--- config.mk ---
export PLATFORM = sky130hd
export DESIGN_NAME = jam_cost_server
export DESIGN_NICKNAME = d
export VERILOG_FILES = /design/src/rtl/jam_pkg.sv /design/src/rtl/jam_cost_table.sv /design/src/rtl/jam_cost_server.sv
export SDC_FILE = /design/constraint.sdc
export NUM_CORES = 1
export LEC_CHECK = 0
export CAP_MARGIN = 5
export CELL_PAD_IN_SITES_DETAIL_PLACEMENT = 0
export CELL_PAD_IN_SITES_GLOBAL_PLACEMENT = 1
export CORE_ASPECT_RATIO = 0.5
export CORE_MARGIN = 2
export CORE_UTILIZATION = 55
export CTS_BUF_LIST = sky130_fd_sc_hd__clkbuf_8
export DETAILED_ROUTE_END_ITERATION = 6
export PLACE_DENSITY = 0.82
export SYNTH_ARGS = -nofsm -noshare
export SYNTH_HDL_FRONTEND = slang
export SYNTH_SLANG_ARGS = --single-unit
--- constraint.sdc ---
create_clock -name CLK -period 4.98 [get_ports CLK]
set_clock_uncertainty 0.15 [all_clocks]
set_input_delay 0.996 -clock CLK [delete_from_list [all_inputs] [get_ports CLK]]
set_output_delay 0.996 -clock CLK [all_outputs]
set_load 0.005 [all_outputs]
--- src/rtl/jam_pkg.sv ---
// Definitions shared by the cost server and the assignment engine.
// Covers the state encoding, the table geometry and the datapath widths.
package jam_pkg;

  typedef enum logic [2:0] {
    ST_LOAD    = 3'd0,
    ST_RELEASE = 3'd1,
    ST_SERVE   = 3'd2,
    ST_DONE    = 3'd3,
    ST_TOUT    = 3'd4
  } jam_state_t;

  localparam int N_JOBS      = 8;
  localparam int TABLE_DEPTH = 64;
  localparam int COST_W      = 7;
  localparam int SUM_W       = 10;
  localparam int IDX_W       = 6;
  localparam int CNT_W       = 16;
  localparam int MATCH_W     = 4;

endpackage

--- src/rtl/jam_cost_table.sv ---
// Cost storage with one synchronous write port and one combinational read port.
// It has no reset: contents survive RST and are overwritten by the next load.
module jam_cost_table
  import jam_pkg::*;
#(
  parameter int DEPTH = TABLE_DEPTH,
  parameter int AW    = IDX_W,
  parameter int DW    = COST_W
) (
  input  logic          CLK,
  input  logic          i_we,
  input  logic [AW-1:0] i_wr_addr,
  input  logic [DW-1:0] i_wr_data,
  input  logic [AW-1:0] i_rd_addr,
  output logic [DW-1:0] o_rd_data
);

  logic [DW-1:0] r_mem [DEPTH];

  always_ff @(posedge CLK) begin
    if (i_we) r_mem[i_wr_addr] <= i_wr_data;
  end

  assign o_rd_data = r_mem[i_rd_addr];

endmodule

--- src/rtl/jam_cost_server.sv ---
// Loads an N_JOBS x N_JOBS cost table, holds the assignment engine in reset
// until the table is ready, serves costs to it, then captures the result or times out.
//
// state   | meaning
// LOAD    | accepting cost entries, engine held in reset
// RELEASE | one-cycle gap after the last entry, engine still in reset
// SERVE   | engine running, costs served, cycle counter running
// DONE    | result captured, terminal until RST
// TOUT    | engine did not report in time, terminal until RST
module jam_cost_server
  import jam_pkg::*;
#(
  parameter int TIMEOUT_CYCLES = 45000,
  parameter int N_JOBS         = jam_pkg::N_JOBS
) (
  input  logic               CLK,
  input  logic               RST,
  input  logic               load_valid,
  input  logic [COST_W-1:0]  load_data,
  output logic               load_ready,
  output logic               jam_rst,
  input  logic [2:0]         W,
  input  logic [2:0]         J,
  output logic [COST_W-1:0]  Cost,
  input  logic               Valid,
  input  logic [SUM_W-1:0]   MinCost,
  input  logic [MATCH_W-1:0] MatchCount,
  output logic               done,
  output logic [SUM_W-1:0]   res_min,
  output logic [MATCH_W-1:0] res_cnt,
  output logic               timeout
);

  localparam logic [IDX_W-1:0] LAST_IDX = IDX_W'(N_JOBS * N_JOBS - 1);
  localparam logic [CNT_W-1:0] TO_LAST  = CNT_W'(TIMEOUT_CYCLES - 1);

  jam_state_t          r_state;
  jam_state_t          w_next_state;
  logic [IDX_W-1:0]    r_idx;
  logic [CNT_W-1:0]    r_cnt;
  logic                r_done;
  logic                r_tout;
  logic [SUM_W-1:0]    r_res_min;
  logic [MATCH_W-1:0]  r_res_cnt;
  logic                w_wr_en;
  logic                w_serving;
  logic [COST_W-1:0]   w_rd_data;

  jam_cost_table #(
    .DEPTH (TABLE_DEPTH),
    .AW    (IDX_W),
    .DW    (COST_W)
  ) u_table (
    .CLK       (CLK),
    .i_we      (w_wr_en),
    .i_wr_addr (r_idx),
    .i_wr_data (load_data),
    .i_rd_addr ({W, J}),
    .o_rd_data (w_rd_data)
  );

  always_comb begin
    w_next_state = r_state;
    w_wr_en      = 1'b0;
    case (r_state)
      ST_LOAD: begin
        if (load_valid && !RST) begin
          w_wr_en = 1'b1;
          if (r_idx == LAST_IDX) w_next_state = ST_RELEASE;
        end
      end
      ST_RELEASE: w_next_state = ST_SERVE;
      ST_SERVE: begin
        // A result arriving on the final allowed cycle still counts.
        if (Valid)                  w_next_state = ST_DONE;
        else if (r_cnt == TO_LAST)  w_next_state = ST_TOUT;
      end
      default: w_next_state = r_state;
    endcase
  end

  always_ff @(posedge CLK) begin
    if (RST) begin
      r_state   <= ST_LOAD;
      r_idx     <= '0;
      r_cnt     <= '0;
      r_done    <= 1'b0;
      r_tout    <= 1'b0;
      r_res_min <= '0;
      r_res_cnt <= '0;
    end else begin
      r_state <= w_next_state;
      if (w_wr_en) r_idx <= r_idx + 1'b1;
      r_cnt <= (r_state == ST_SERVE) ? r_cnt + 1'b1 : '0;
      if (r_state == ST_SERVE && Valid) begin
        r_res_min <= MinCost;
        r_res_cnt <= MatchCount;
        r_done    <= 1'b1;
      end
      if (w_next_state == ST_TOUT) r_tout <= 1'b1;
    end
  end

  assign w_serving  = (r_state == ST_SERVE) || (r_state == ST_DONE) || (r_state == ST_TOUT);
  assign load_ready = (r_state == ST_LOAD) && !RST;
  assign jam_rst    = RST || (r_state == ST_LOAD) || (r_state == ST_RELEASE);
  assign Cost       = w_serving ? w_rd_data : '0;
  assign done       = r_done;
  assign timeout    = r_tout;
  assign res_min    = r_res_min;
  assign res_cnt    = r_res_cnt;

endmodule

==> impl_metrics.csv <==
group,metric,value,unit
cells_and_area,final_cells,1673,
power_and_ir_drop,seqPwrFrac,0.580,
synthesis,ys_seq_area_frac,0.742,
clocking,htree_levels,3,
setup_path,crit_path_end_kind,"output pin",
clocking,clock_tree.root_cell,"clkbuf_8",
setup_path,crit_chain,"clkdlybuf4s50_1, buf_4, nor2_1, nand2_1, o22ai_1, nor3_1, a32o_1, clkdlybuf4s50_1",
synthesis,synth_edf_count,448,
timing,rsz0062_at_grt,"no",
synthesis,synth_area,19200,µm²
power_and_ir_drop,ir_drop,0.175,mV
die,core_area,34500,µm²
synthesis,synth_ff_type,"edfxtp_1",
synthesis,avgSynthCellArea,18.3,µm²
detailed_routing,drt_pre_antenna_iters,7,
clocking,hold_buffers,0,
synthesis,yosys-top-cells-area,"edfxtp_1, mux4_2, dfxtp_1",
power_and_ir_drop,p_sw_frac,0.221,
synthesis,syn_inst,1049,
timing,period_share,0.970,
setup_path,cp_data_required_time,3830,ps
die,rows,48,
timing,fin_setup_tns,0,ps
cells_and_area,fin_area,21500,µm²
power_and_ir_drop,intPower,6.02,mW
cells_and_area,area_growth_syn_to_layout,11.9,%
power_and_ir_drop,p_switching,1.71,mW
grt,overflow,0,
clocking,postCtsSetupBuffers,0,
setup_path,worst-setup-path-type,"in -> out",
placed_design,placed_cells,1551,
detailed_routing,vias,10306,
synthesis,yosys_register_bits,489,
timing,drv_slew,0,
synthesis,async_reset_ff_frac,0,
timing,setup_slack,147,ps
outcome,status,"finished, violations left",
synthesis,synthesis.nets,1082,
timing,setup_viol,0,
cells_and_area,multi_input_area,4590,µm²
detailed_routing,dr_wl_met2,19.4,mm
timing,hold_viol,0,
placed_design,place_area,20300,µm²
detailed_routing,avgViaCountPerCell,6.16,
die,fp.dieW,269,µm
die,start_util,0.558,
setup_path,critPathLaunchType,"primary input",
cells_and_area,regArea,14300,µm²
power_and_ir_drop,clkPwrFrac,0.372,
die,die_h,136,µm
power_and_ir_drop,leakage,6.75,nW
synthesis,yosys_warnings,0,
power_and_ir_drop,p_total,7.73,mW
power_and_ir_drop,p_comb_frac,0.047,
outcome,failed_checks,"design-rule violations",
cells_and_area,final_cell_mix,"edfxtp_1, nor2_1, mux4_2, clkbuf_8, nand2_1",
timing,hold_ws,303,ps
power_and_ir_drop,power.density,359,nW/µm²
placed_design,routabilityCongestion,0.909,
timing,max_freq,0.207,GHz
clocking,cts_inserted_buffers,69,
setup_path,cp.arrival,3690,ps
die,io_pins,56,
cells_and_area,post-route-util,0.625,
clocking,clk_latency,640,ps
die,dieArea,36600,µm²
clocking,cts_resized,0,
grt,grt_usage,0.251,
cells_and_area,nets,1180,
clocking,path_clk_slew,60,ps
placed_design,port-buffer-count,55,
cells_and_area,fillers,2401,
setup_path,critPathMaxFanout,11,
grt,grt_pass1_wl,65.2,mm
clocking,cts.sinks,489,
timing,slew_headroom,0.123,
hold_path,hold_path_class,"reg -> reg",
setup_path,crit_buf_inv,3,
detailed_routing,wl_met3,5.78,mm
cells_and_area,drive_gt1_frac,0.190,
grt,grt_max_degree,65,
detailed_routing,wl_per_cell,26.4,µm
placed_design,dp_slack,264,ps
detailed_routing,drc,4,
detailed_routing,ant_nets,0,
setup_path,critPathMostFrequentCell,"clkdlybuf4s50_1",
setup_path,cp_slowest_cell,"clkdlybuf4s50_1",
clocking,cts_tree,"built",
detailed_routing,met1_length,17.9,mm
detailed_routing,drt_wl_total,44.2,mm
synthesis,synth.distinct_cells,52,
detailed_routing,top_layer_used,"met4",
clocking,clock_path_buffers,3,
placed_design,dp_hpwl,27.6,mm
grt,grt_pass1_vias,10315,
cells_and_area,final_common_cell,"edfxtp_1",
synthesis,synth_top_area_frac,0.699,
job,drv_cap,0,
timing,worstMarginPinSlew,1320,ps
timing,min_period,4830,ps
detailed_routing,drt-initial-drc-count,1243,
grt,antenna_found_initial,1,
setup_path,max_stage_delay,660,ps
setup_path,cpLargestDelayFamily,"buffers and inverters",
synthesis,yosysTopAreaCell,"edfxtp_1",
[synth_stat cells, drive strengths merged, types with 2 or more instances]
cell,number
nor4,9
nand4,9
xnor2,3
nand2b,6
nand3,12
o221ai,8
o2111ai,2
o21ai,18
nand3b,6
a211oi,12
clkbuf,22
ha,2
xor2,11
nor2b,7
o22ai,23
inv,5
a22o,4
and3,2
nor3,14
or3,11
edfxtp,448
buf,37
o22a,2
a21oi,24
or3b,4
dfxtp,41
a32o,3
nor2,103
o211ai,2
mux4,104
nand2,60
mux2i,23
[state kept, by name (all words and copies together), names as in the netlist]
| signal | cells |
|---|---|
| u_table.r_mem | 448 |
| r_state | 3 |
| res_cnt | 4 |
| r_cnt | 16 |
| timeout | 1 |
| res_min | 10 |
| done | 1 |
| r_idx | 6 |
[cell type report]
class,instances,area share
Timing Repair Buffer,86,0.0381
Clock inverter,49,0.0113
Multi-Input combinational cell,495,0.213
Antenna cell,1,0.000116
Sequential cell,489,0.663
Tap cell,475,0.0276
Clock buffer,72,0.0460
Inverter,6,0.00105
[routing by layer]
metal / vias up / GRT usage
met5: - / 0
met4: 0 / 0.0864
met3: 91 / 0.105
met2: 599 / 0.358
met1: 5202 / 0.352
li1: 4414 / -
[cell families after synthesis]
group                      synth area share
AOI/OAI and AO/OA                    0.0352
DFF                                   0.742
and+or+nand+nor                      0.0600
xor gates and xnor gates            0.00637
buffers and inverters                0.0198
adders and majority gates           0.00130
muxes                                 0.135
[worst paths after layout]
kind / start / endpoint / slack [ps] / depth (start not counted)
worst max-delay path: W[1] / Cost[1] / 150 / 8
worst min-delay path: r_cnt[0] / r_cnt[0] / 300 / 1
worst max register to register: r_state[2] / u_table.r_mem[28][4] / 1500 / 5
worst min register to register: r_cnt[0] / r_cnt[0] / 300 / 1
[power groups by stage]
| stage | registers [mW] | clock network [mW] | logic [mW] |
|---|---|---|---|
| after floorplan | 4.57 | 0 | 0.197 |
| final | 4.49 | 2.88 | 0.366 |
| after global placement | 4.57 | 0 | 0.356 |
| after CTS | 4.49 | 2.91 | 0.363 |
| after global routing | 4.48 | 3.09 | 0.387 |
| after detailed placement | 4.57 | 0 | 0.362 |
Power figures use the tool's default switching activity.
